## src/rtl/pl_ifid_queued.sv

```systemverilog
// rtl/pl_ifid_queued.sv - IF/ID stage with fetch queue, head decode and registered ID outputs
module pl_ifid_queued #(
    parameter int PROG_CTR_WID = 10,
    parameter int NUM_DOMAINS  = 1,
    parameter int FQ_DEPTH     = 4
) (
    input  logic                      clk,
    input  logic                      rst,
    input  logic                      if_valid,
    input  logic [15:0]               if_instr,
    input  logic [PROG_CTR_WID-1:0]   if_pc,
    output logic                      if_ready,
    input  logic                      flush,
    input  logic                      stall,
    output logic [2:0]                hd_op1_addr,
    output logic [2:0]                hd_op2_addr,
    output logic                      hd_load,
    input  logic [NUM_DOMAINS*8-1:0]  op1_data,
    input  logic [NUM_DOMAINS*8-1:0]  op2_data,
    output logic                      id_valid,
    input  logic                      id_ready,
    output logic [20:0]               id_ctrl,
    output logic [7:0]                id_ld_addr,
    output logic [7:0]                id_st_addr,
    output logic [PROG_CTR_WID-1:0]   id_br_target,
    output logic [PROG_CTR_WID-1:0]   id_pc,
    output logic [2:0]                id_op1_addr,
    output logic [2:0]                id_op2_addr,
    output logic [2:0]                id_res_addr,
    output logic [NUM_DOMAINS*8-1:0]  id_op1_data,
    output logic [NUM_DOMAINS*8-1:0]  id_op2_data,
    output logic [$clog2(FQ_DEPTH):0] fq_count
);
    localparam int PW = $clog2(FQ_DEPTH);
    localparam int CW = PW + 1;

    localparam int B_ADD = 0,  B_OR = 1,   B_NOT = 2,   B_ANDB = 3,  B_ORB = 4;
    localparam int B_NOTB = 5, B_AND = 6,  B_CIN = 7,   B_CMPL = 8,  B_JUMP = 9;
    localparam int B_CMP = 10, B_SHL = 11, B_LOGIC = 12, B_STORE = 13, B_LOAD = 14;
    localparam int B_WRF = 15, B_JGT = 16, B_JLT = 17,  B_JEQ = 18,  B_JC = 19;
    localparam int B_UJMP = 20;

    logic [15:0]             fq_instr [FQ_DEPTH];
    logic [PROG_CTR_WID-1:0] fq_pc    [FQ_DEPTH];
    logic [PW-1:0]           rd_ptr, wr_ptr;
    logic [15:0]             head_instr;
    logic                    push, pop;
    logic [20:0]             head_ctrl;

    function automatic logic [20:0] decode(input logic [4:0] opcode);
        logic [20:0] c;
        c = '0;
        case (opcode)
            5'h01: begin c[B_ADD] = 1'b1; c[B_WRF] = 1'b1; end
            5'h02: begin c[B_ADD] = 1'b1; c[B_CIN] = 1'b1; c[B_CMPL] = 1'b1; c[B_WRF] = 1'b1; end
            5'h03: begin c[B_AND] = 1'b1; c[B_LOGIC] = 1'b1; c[B_WRF] = 1'b1; end
            5'h04: begin c[B_OR] = 1'b1; c[B_LOGIC] = 1'b1; c[B_WRF] = 1'b1; end
            5'h05: begin c[B_NOT] = 1'b1; c[B_LOGIC] = 1'b1; c[B_WRF] = 1'b1; end
            5'h06: begin c[B_SHL] = 1'b1; c[B_WRF] = 1'b1; end
            5'h07: begin c[B_JUMP] = 1'b1; c[B_UJMP] = 1'b1; end
            5'h08: begin c[B_LOAD] = 1'b1; c[B_WRF] = 1'b1; end
            5'h09: begin c[B_STORE] = 1'b1; end
            5'h0A: begin c[B_ANDB] = 1'b1; c[B_LOGIC] = 1'b1; c[B_WRF] = 1'b1; end
            5'h0B: begin c[B_ORB] = 1'b1; c[B_LOGIC] = 1'b1; c[B_WRF] = 1'b1; end
            5'h0C: begin c[B_NOTB] = 1'b1; c[B_LOGIC] = 1'b1; c[B_WRF] = 1'b1; end
            5'h0D: begin c[B_ADD] = 1'b1; c[B_CIN] = 1'b1; c[B_CMPL] = 1'b1; c[B_CMP] = 1'b1; end
            5'h0E: begin c[B_JUMP] = 1'b1; c[B_JGT] = 1'b1; end
            5'h0F: begin c[B_JUMP] = 1'b1; c[B_JLT] = 1'b1; end
            5'h10: begin c[B_JUMP] = 1'b1; c[B_JEQ] = 1'b1; end
            5'h11: begin c[B_JUMP] = 1'b1; c[B_JC] = 1'b1; end
            default: c = '0;
        endcase
        return c;
    endfunction

    // Full queue never accepts, even if the head pops this same cycle.
    assign if_ready   = (fq_count < CW'(FQ_DEPTH));
    assign push       = if_valid & if_ready;
    assign pop        = (fq_count != '0) & ~stall & (~id_valid | id_ready);
    assign head_instr = fq_instr[rd_ptr];
    assign head_ctrl  = decode(head_instr[15:11]);

    assign hd_op1_addr = head_instr[2:0];
    assign hd_op2_addr = head_instr[6:4];
    assign hd_load     = (fq_count != '0) & head_ctrl[B_LOAD];

    always_ff @(posedge clk or posedge rst) begin
        if (rst) begin
            rd_ptr   <= '0;
            wr_ptr   <= '0;
            fq_count <= '0;
            for (int i = 0; i < FQ_DEPTH; i++) begin
                fq_instr[i] <= '0;
                fq_pc[i]    <= '0;
            end
        end else if (flush) begin
            rd_ptr   <= '0;
            wr_ptr   <= '0;
            fq_count <= '0;
        end else begin
            if (push) begin
                fq_instr[wr_ptr] <= if_instr;
                fq_pc[wr_ptr]    <= if_pc;
                wr_ptr           <= wr_ptr + PW'(1);
            end
            if (pop) begin
                rd_ptr <= rd_ptr + PW'(1);
            end
            case ({push, pop})
                2'b10:   fq_count <= fq_count + CW'(1);
                2'b01:   fq_count <= fq_count - CW'(1);
                default: fq_count <= fq_count;
            endcase
        end
    end

    // Flush only drops id_valid; stale payload fields are harmless once invalid.
    always_ff @(posedge clk or posedge rst) begin
        if (rst) begin
            id_valid     <= 1'b0;
            id_ctrl      <= '0;
            id_ld_addr   <= '0;
            id_st_addr   <= '0;
            id_br_target <= '0;
            id_pc        <= '0;
            id_op1_addr  <= '0;
            id_op2_addr  <= '0;
            id_res_addr  <= '0;
            id_op1_data  <= '0;
            id_op2_data  <= '0;
        end else if (flush) begin
            id_valid <= 1'b0;
        end else if (pop) begin
            id_valid     <= 1'b1;
            id_ctrl      <= head_ctrl;
            id_ld_addr   <= head_instr[7:0];
            id_st_addr   <= head_instr[10:3];
            id_br_target <= PROG_CTR_WID'(head_instr[9:0]);
            id_pc        <= fq_pc[rd_ptr];
            id_op1_addr  <= head_instr[2:0];
            id_op2_addr  <= head_instr[6:4];
            id_res_addr  <= head_instr[10:8];
            id_op1_data  <= op1_data;
            id_op2_data  <= op2_data;
        end else if (id_valid & id_ready) begin
            id_valid <= 1'b0;
        end
    end
endmodule
```

## config.mk

```make
export PLATFORM = sky130hd
export DESIGN_NAME = pl_ifid_queued
export DESIGN_NICKNAME = d
export VERILOG_FILES = /design/src/rtl/pl_ifid_queued.sv
export SDC_FILE = /design/constraint.sdc
export NUM_CORES = 1
export LEC_CHECK = 0
export ABC_AREA = 1
export CAP_MARGIN = 0
export CORE_AREA = 2 2 148 150
export CTS_BUF_LIST = sky130_fd_sc_hd__clkbuf_8
export CTS_CLUSTER_SIZE = 10
export DETAILED_ROUTE_END_ITERATION = 8
export DIE_AREA = 0 0 150 152
export PLACE_DENSITY = 0.65
export SYNTH_ARGS = -nofsm -noshare
export SYNTH_HDL_FRONTEND = slang
export SYNTH_SLANG_ARGS = --single-unit
```

## constraint.sdc

```tcl
create_clock -name clk -period 11.1 [get_ports clk]
set_input_delay 2.775 -clock clk [delete_from_list [all_inputs] [get_ports clk]]
set_output_delay 2.775 -clock clk [all_outputs]
set_load 0.01 [all_outputs]
```

After elaboration in Yosys (flattened, before gate mapping)
Index checks and enable logic that the tools add are counted.
{"block": "classes", "add_sub_neg": 4, "n_lt_le_gt_ge": 4, "eq_ne": 19, "n_mux": 41, "n_bitwise": 11, "n_reduce_logical": 13}
{"cell": "$bwmux W64", "n": 1}
{"cell": "$mux W16", "n": 3}
{"cell": "$bwmux W40", "n": 1}
{"cell": "$eq A5 B4 Y1 const B", "n": 8}
{"cell": "$bmux W16 S2", "n": 1}
{"cell": "$demux W16 S2", "n": 1}
{"cell": "$mux W10", "n": 3}
{"cell": "$mux W1", "n": 22}
{"cell": "$bmux W10 S2", "n": 1}
{"cell": "$demux W10 S2", "n": 1}
{"cell": "$eq A5 B3 Y1 const B", "n": 4}
{"cell": "$eq A5 B2 Y1 const B", "n": 2}
{"cell": "$eq A5 B5 Y1 const B", "n": 2}
{"cell": "$mux W2", "n": 5}
{"cell": "$reduce_or A10 Y1", "n": 1}
{"cell": "$reduce_bool A3 Y1", "n": 3}
{"cell": "$ge A3 B3 Y1 const B", "n": 2}
{"cell": "$not A2 Y3", "n": 2}
{"cell": "$pmux W3 S2", "n": 1}
{"cell": "$reduce_or A6 Y1", "n": 1}
{"cell": "$and A1 B1 Y1", "n": 5}
{"cell": "$eq A5 B1 Y1 const B", "n": 1}
{"cell": "$reduce_or A5 Y1", "n": 1}
{"cell": "$add A2 B1 Y2 const B", "n": 2}
{"cell": "other kinds (14)", "n": 18}
{"block": "totals", "regBits": 194, "inputBits": 48}

Logic depth before layout (Yosys ltp)
Gate-level depths: netlist (run 1).
{"block": "depth", "ltp_word": 7, "ltp_mapped": 12}

Worst setup path after synthesis (run 1)
No wires, ideal clock.
{"block": "synth_timing", "kind": "flip-flop to output port", "from": "register rd_ptr[0]", "to": "output port hd_load", "t_arrival_ns": 1.315, "path_slack_ns": 7.010, "path_stages_with_launch": 10, "n_path_buf": 2, "path_cell_list": "dfrtp_1 buf_6 buf_6 nand2_1 nand3_1 nand2_2 nand2_1 inv_2 nand3_1 a31oi_1"}
{"block": "synth_between", "elab_chain_len": 7}
{"element": "start: declaration", "line_no": "45", "text": "logic [PW-1:0] rd_ptr, wr_ptr;"}
{"element": "start signal: assignment", "line_no": "107", "text": "rd_ptr <= rd_ptr + PW'(1);"}
{"element": "$not A2 Y3 (not written as such)", "line_no": "80", "text": "assign head_instr = fq_instr[rd_ptr];"}
{"element": "$bmux W16 S2", "line_no": "80"}
{"element": "$mux W16 (not written as such) (2 in a row)", "line_no": "80"}
{"element": "$eq A5 B4 Y1", "line_no": "53", "text": "case (opcode)"}
{"element": "$mux W1", "line_no": "53"}
{"element": "$and A1 B1 Y1", "line_no": "85", "text": "assign hd_load = (fq_count != '0) & head_ctrl[B_LOAD];"}
{"element": "end: declaration", "line_no": "17", "text": "output logic hd_load,"}
No other way between the ends. The select of a mux whose other input is x is not followed.

Final worst setup path (run 1)
{"block": "layout_timing", "from": "register rd_ptr[1]", "to": "output port hd_load"}
The elaborated chain is that of the path after synthesis.

==> results of run 1 <==
[final cells by class]
type | instances | area [um^2]
well taps | 280 | 350
fillers | 2175 | 12100
clock inverters | 14 | 145
inverters | 50 | 195
repair buffers | 145 | 1440
clock buffers | 18 | 248
multi-input cells | 584 | 2670
flip-flops and latches | 169 | 4230
[cell families after synthesis]
kind of cell	synth area share, %
fa+ha+maj	0.932
buf+inv	8.47
compound gates	13.8
flops	56.2
simple gates	20.5
[cells in the final DEF, fill, tap and decap left out, drive strengths merged, types with 2 or more instances in the layout]
| master | n |
|---|---|
| a21oi | 6 |
| o21ai | 167 |
| nor3 | 2 |
| clkdlybuf4s50 | 141 |
| clkinvlp | 2 |
| dfrtp | 169 |
| clkinv | 3 |
| or2 | 2 |
| nor2 | 54 |
| nand3 | 20 |
| o22ai | 21 |
| o211ai | 2 |
| bufinv | 2 |
| buf | 4 |
| nand2 | 300 |
| inv | 57 |
| clkbuf | 18 |
| ha | 4 |
[metrics by stage]
step / power, mW / setup WS, ns / std cells / util [%] / cell area, um^2
6_report: 2.42 / 4.72 / 1260 / 43.4 / 9280
5_1_grt: 2.62 / 4.51 / 1260 / 43.4 / 9280
4_1_cts: 2.45 / 4.77 / 1260 / 43.4 / 9280
3_5_place_dp: 2.00 / 5.29 / 1228 / 41.6 / 8880
3_3_place_gp: 1.98 / 5.32 / 1228 / 41.6 / 8880
2_1_floorplan: 1.63 / 3.75 / 880 / - / 7520
[sequential cells by signal, summed over array words and instances, names as in the netlist]
register	cells
id_valid	1
id_op1_data	8
fq_pc	40
fq_count	3
id_st_addr	4
fq_instr	64
wr_ptr	2
id_pc	10
id_op2_data	8
id_ld_addr	7
rd_ptr	2
id_ctrl	20
[critical path, cell delays in order (launching register included)]
cell and delay [ns]:
dfrtp_1 1.15, inv_2 0.55, nand3_1 0.24, nand2_2 0.14, nor2_2 0.17, nand3_1 0.15
a31oi_1 0.17, clkdlybuf4s50_1 0.55
[worst max-delay path by stage]
stage / from / endpoint / depth (start not counted)
6_report: rd_ptr[1] / hd_load / 7
5_1_grt: rd_ptr[1] / hd_load / 7
4_1_cts: rd_ptr[1] / hd_load / 7
3_5_place_dp: rd_ptr[1] / hd_load / 7
3_3_place_gp: rd_ptr[1] / hd_load / 7
2_1_floorplan: rst / fq_count[0] / 1
[where the power goes]
group,switching (mW),total (mW),internal (mW)
registers,0.147,1.01,0.863
clock network,0.235,0.442,0.207
logic,0.512,0.970,0.458
total,0.893,2.42,1.53
[routing by layer]
metal	part of all wire [%]	global-route usage (%)	up-vias
met5	0	0	-
met4	1.1	4.31	0
met3	5.4	3.84	16
met2	45	24.8	151
met1	48	21.8	2808
li1	-	-	2967
==> summary.log, run 1 <==
[floorplanning] Die Span X 150 um
[sta] count of pins over their slew limit 0
[place] final weighted congestion in routability-driven placement 0.754
[route] Antenna Violating Nets Remaining 0
[place] buffers added on ports 141
[yosys] Netlist Area Pre-Place 7520 um^2
[clock_network] clock buffers created by TritonCTS 17
[layout] diodes inserted 0
[flow_run] max-cap check violation count 0
[yosys] async set or reset register ratio after synthesis 100%
[clock_network] count of clock tree sinks 169
[status] result of the run complete, no violations
[grt] grt ovf 0
[hold_path] number of cells traversed by the worst hold path 2
[route] total iterations of the first detailed-routing run 6
[sta] Worst Max-Slew Pin Slew 1.20 ns
[sta] sum of negative setup slack 0 ns
[layout] layout cell share with drive strength beyond 1 7.35%
[sta] share of the clock period used by the worst path after layout 57.5%
[hold_path] class of the tightest hold or removal check register to register
[grt] antenna violations before repair 0
[hold_path] terminating pin of the worst hold path id_op2_data[6]
[sta] hold slack 0.486 ns
[worst_setup_path] Crit Path Class register to output pin
[floorplanning] total die area 22,800 um^2
[worst_setup_path] startpoint kind of the worst setup timing path register
[yosys] commonest cells in the netlist nand2_1 (290), dfrtp_1 (169), o21ai_0 (152), nor2_1 (50), inv_1 (43)
[sta] Highest Clock Rate 157 MHz
[floorplanning] die boundary height 152 um
[worst_setup_path] required time at the worst-slack endpoint 8.33 ns
[worst_setup_path] kind of end point of the critical path output pin
[yosys] synthesis-stage register bit count 169
[clock_network] clock tree from TritonCTS done
[worst_setup_path] R2R cell count 6
[sta] relative slew slack 20.2%
[yosys] cell with the most instances after synthesis nand2_1
[clock_network] number of H-tree levels 4
[power_and_ir_drop] largest voltage drop on the vdd net 0.0795 mV
[floorplanning] Core Area 21,400 um^2
[sta] time the worst path needs with I/O delays and setup 6.38 ns
[place] estimated wirelength of the detail-placed design 10,800 um
[route] post-detailed-route via-to-cell ratio 4.72
[route] DRT Wirelength 17,600 um
[sta] setup repair after global routing missed its margin false
[clock_network] PostCTS Resize Cnt 0
[hold_path] worst hold path startpoint id_op2_data[6]
[yosys] synth unique cells 32
[clock_network] Reg clk slew, reported paths 0.09 ns
[yosys] total nets after synthesis 933
[power_and_ir_drop] standby leakage power 4.38 nW
[yosys] sequential fraction of the synthesis area 56.2%
[floorplanning] number of top-level pins 142
[sta] setup-violating endpoint count in the final report 0
[route] initial DRC count 451
[clock_network] CTS hold repair buffers 0
[floorplanning] # rows 54
[yosys] share of the synthesized area in the top cell type 56.2%
[floorplanning] starting density of the core 35.2%
[grt] maximum number of pins on one net before global-route repair 62
[power_and_ir_drop] ratio of total power to cell area 261 nW/um^2
[clock_network] number of buffers on the longest clock path 2
[sta] worst-case clock skew 0.0150 ns
[route] vias post-DR 5,942
[grt] wire length of the first global-routing pass 29,000 um
[yosys] Cells after Synth 880
[yosys] Synthesis Warnings 0
[grt] number of global-route vias before repair 5,722
[yosys] synthesized area per cell 8.55 um^2
[route] DRC viols 0
[worst_setup_path] startpoint of the worst register-to-register path rd_ptr[1]
[yosys] number of synthesized flops with an enable pin 0
[layout] area added between synthesis and finish 23.3%
[route] average wire length per cell after detail routing 13.9 um
[yosys] leading post-synthesis cells by cell area dfrtp_1 (56%), nand2_1 (14%), o21ai_0 (10%), buf_4 (3.3%), nor2_1 (2.5%)
[clock_network] clk_lat worst skew 0.48 ns
[worst_setup_path] endpoint of the worst register-to-register path id_ctrl[8]
[yosys] commonest register cell after synthesis dfrtp_1
[worst_setup_path] setup slack on the worst flop-to-flop path 8.35 ns
[layout] fin nets 1,020
[sta] number of endpoints with negative hold slack in the final report 0
[worst_setup_path] worst endpoint data arrival time 3.61 ns
[yosys] top cell type by total area after synthesis dfrtp_1
[worst_setup_path] largest fanout on the critical path 31
[clock_network] Clk Tree Root Cell clkbuf_8
[grt] Tot GR Track Use 15.8%
[clock_network] number of setup buffers added after CTS 0
Note: power is estimated with default switching activity, not from simulation.
==> run 2: changes to the inputs <==
PLACE_DENSITY = 0.67   (was 0.65)
clock period = 5.2 ns   (was 11.1 ns; I/O delays follow)
==> summary.log, run 2 (synthesized netlist as in run 1, its figures left out) <==
[sta] hold slack 0.484 ns
[power_and_ir_drop] total power 5.21 mW
[route] M1 wire length 8210 um
[route] post-detailed-route via-to-cell ratio 4.70
[sta] time the worst path needs with I/O delays and setup 4.22 ns
[place] Cell Count Post-Placement 1,230
[route] total iterations of the first detailed-routing run 5
[worst_setup_path] worst endpoint data arrival time 2.92 ns
[place] estimated wirelength of the detail-placed design 11,200 um
[sta] Highest Clock Rate 237 MHz
[sta] worst-case clock skew 0.00821 ns
[layout] register name with the most flops fq_instr
[power_and_ir_drop] largest voltage drop on the vdd net 0.162 mV
[clock_network] clock buffers created by TritonCTS 17
[layout] fill cell instance count of the final layout 2,153
[place] buffers added on ports 141
[floorplanning] total die area 22,800 um^2
[sta] relative slew slack 32.7%
[layout] most common library cell in the layout ignoring fill and taps nand2_1
[sta] sum of negative setup slack 0 ns
[worst_setup_path] largest fanout on the critical path 54
[layout] layout cell share with drive strength beyond 1 7.54%
[flow_run] max-cap check violation count 0
[layout] number of flip-flops in the largest register 64
[grt] maximum number of pins on one net before global-route repair 61
[route] DRT Wirelength 17,500 um
[worst_setup_path] setup slack on the worst flop-to-flop path 3.04 ns
[sta] number of endpoints with negative hold slack in the final report 0
[route] Antenna Violating Nets Remaining 0
[route] average wire length per cell after detail routing 13.9 um
[route] DRC viols 0
[layout] area added between synthesis and finish 24.3%
[place] final weighted congestion in routability-driven placement 0.733
[layout] most used cells in the layout excluding fill and tap cells nand2_1 (286), dfrtp_1 (168), o21ai_0 (152)
[floorplanning] Die Span X 150 um
[worst_setup_path] R2R cell count 8
[floorplanning] # rows 54
[hold_path] worst hold path startpoint fq_pc[28]
[clock_network] clk_lat worst skew 0.47 ns
[worst_setup_path] kind of end point of the critical path output pin
[power_and_ir_drop] ratio of total power to cell area 557 nW/um^2
[sta] share of the clock period used by the worst path after layout 81.2%
[clock_network] number of setup buffers added after CTS 0
[hold_path] terminating pin of the worst hold path fq_pc[28]
[worst_setup_path] startpoint kind of the worst setup timing path register
[layout] biggest regs fq_instr: 64 flops, fq_pc: 40 flops, id_ctrl: 20 flops
[hold_path] class of the tightest hold or removal check register to register
[clock_network] number of H-tree levels 4
[route] vias post-DR 5,936
[floorplanning] number of top-level pins 142
[layout] Finished Layout Cells 1,262
[grt] antenna violations before repair 0
[floorplanning] Core Area 21,400 um^2
[clock_network] Reg clk slew, reported paths 0.08 ns
[clock_network] Clk Tree Root Cell clkbuf_8
[clock_network] number of buffers on the longest clock path 2
[clock_network] count of clock tree sinks 169
[route] routed length on met3 974 um
[power_and_ir_drop] standby leakage power 4.41 nW
[grt] number of global-route vias before repair 5,738
[layout] diodes inserted 0
[status] result of the run complete, no violations
[grt] Tot GR Track Use 16.1%
[layout] Post-Route Utilization 43.8%
[sta] count of pins over their slew limit 0
[hold_path] number of cells traversed by the worst hold path 2
[worst_setup_path] endpoint of the worst register-to-register path id_ctrl[8]
[worst_setup_path] required time at the worst-slack endpoint 3.90 ns
[route] top routing layer used met4
[sta] setup repair after global routing missed its margin false
[grt] grt ovf 0
[floorplanning] die boundary height 152 um
[sta] Worst Max-Slew Pin Slew 1.01 ns
[floorplanning] starting density of the core 35.2%
[clock_network] PostCTS Resize Cnt 0
[worst_setup_path] startpoint of the worst register-to-register path fq_count[0]
[sta] setup-violating endpoint count in the final report 0
[route] initial DRC count 470
[grt] wire length of the first global-routing pass 29,300 um
[clock_network] clock tree from TritonCTS done
[clock_network] CTS hold repair buffers 0
[route] detailed route wirelength on metal2 8080 um
[layout] fin nets 1,022
[worst_setup_path] Crit Path Class register to output pin
## run 2: per-stage QoR
| stage | area [um^2] | worst slack (ns) |
|---|---|---|
| floorplan | 7530 | 1.75 |
| global placement | 8920 | 1.51 |
| detailed placement | 8920 | 1.48 |
| CTS | 9350 | 0.950 |
| global route | 9350 | 0.766 |
| finish | 9350 | 0.977 |
## run 2: how the worst max path moves through the flow
stage | cells past startpoint | to | slack, ns | from
2_1_floorplan | 1 | fq_count[0] | 1.75 | rst
4_1_cts | 8 | hd_load | 0.95 | rd_ptr[0]
3_5_place_dp | 8 | hd_load | 1.48 | rd_ptr[0]
3_3_place_gp | 8 | hd_load | 1.51 | rd_ptr[0]
5_1_grt | 8 | hd_load | 0.77 | rd_ptr[0]
6_report | 8 | hd_load | 0.98 | rd_ptr[0]
## run 2: cell type report
class	count	area, um^2	area share, %
Clock buffer	20	275	2.95
Clock inverter	12	149	1.59
Inverter	50	194	2.07
Multi-Input combinational cell	584	2670	28.5
Sequential cell	169	4230	45.3
Tap cell	280	350	3.75
Timing Repair Buffer	147	1480	15.9
## run 2: critical path: stages, from the launching register on
cell             delay, ns
dfrtp_2               0.58
inv_4                 0.49
nand2_1               0.10
nand3_1               0.11
nand2_2               0.14
nor2_2                0.18
nand3_1               0.13
a31oi_1               0.15
clkdlybuf4s50_1       0.55
## run 2: where the power goes
group	internal (mW)	switching (mW)	total [mW]
Combinational	0.982	1.08	2.06
Sequential	1.84	0.322	2.17
Clock	0.511	0.474	0.985
Total	3.34	1.87	5.21
## run 2: layer usage
metal  global-route usage [%]  up-vias
li1                         -     2978
met1                     21.7     2798
met4                     5.08        0
met2                     25.7      143
met5                        0        -
met3                     3.84       17
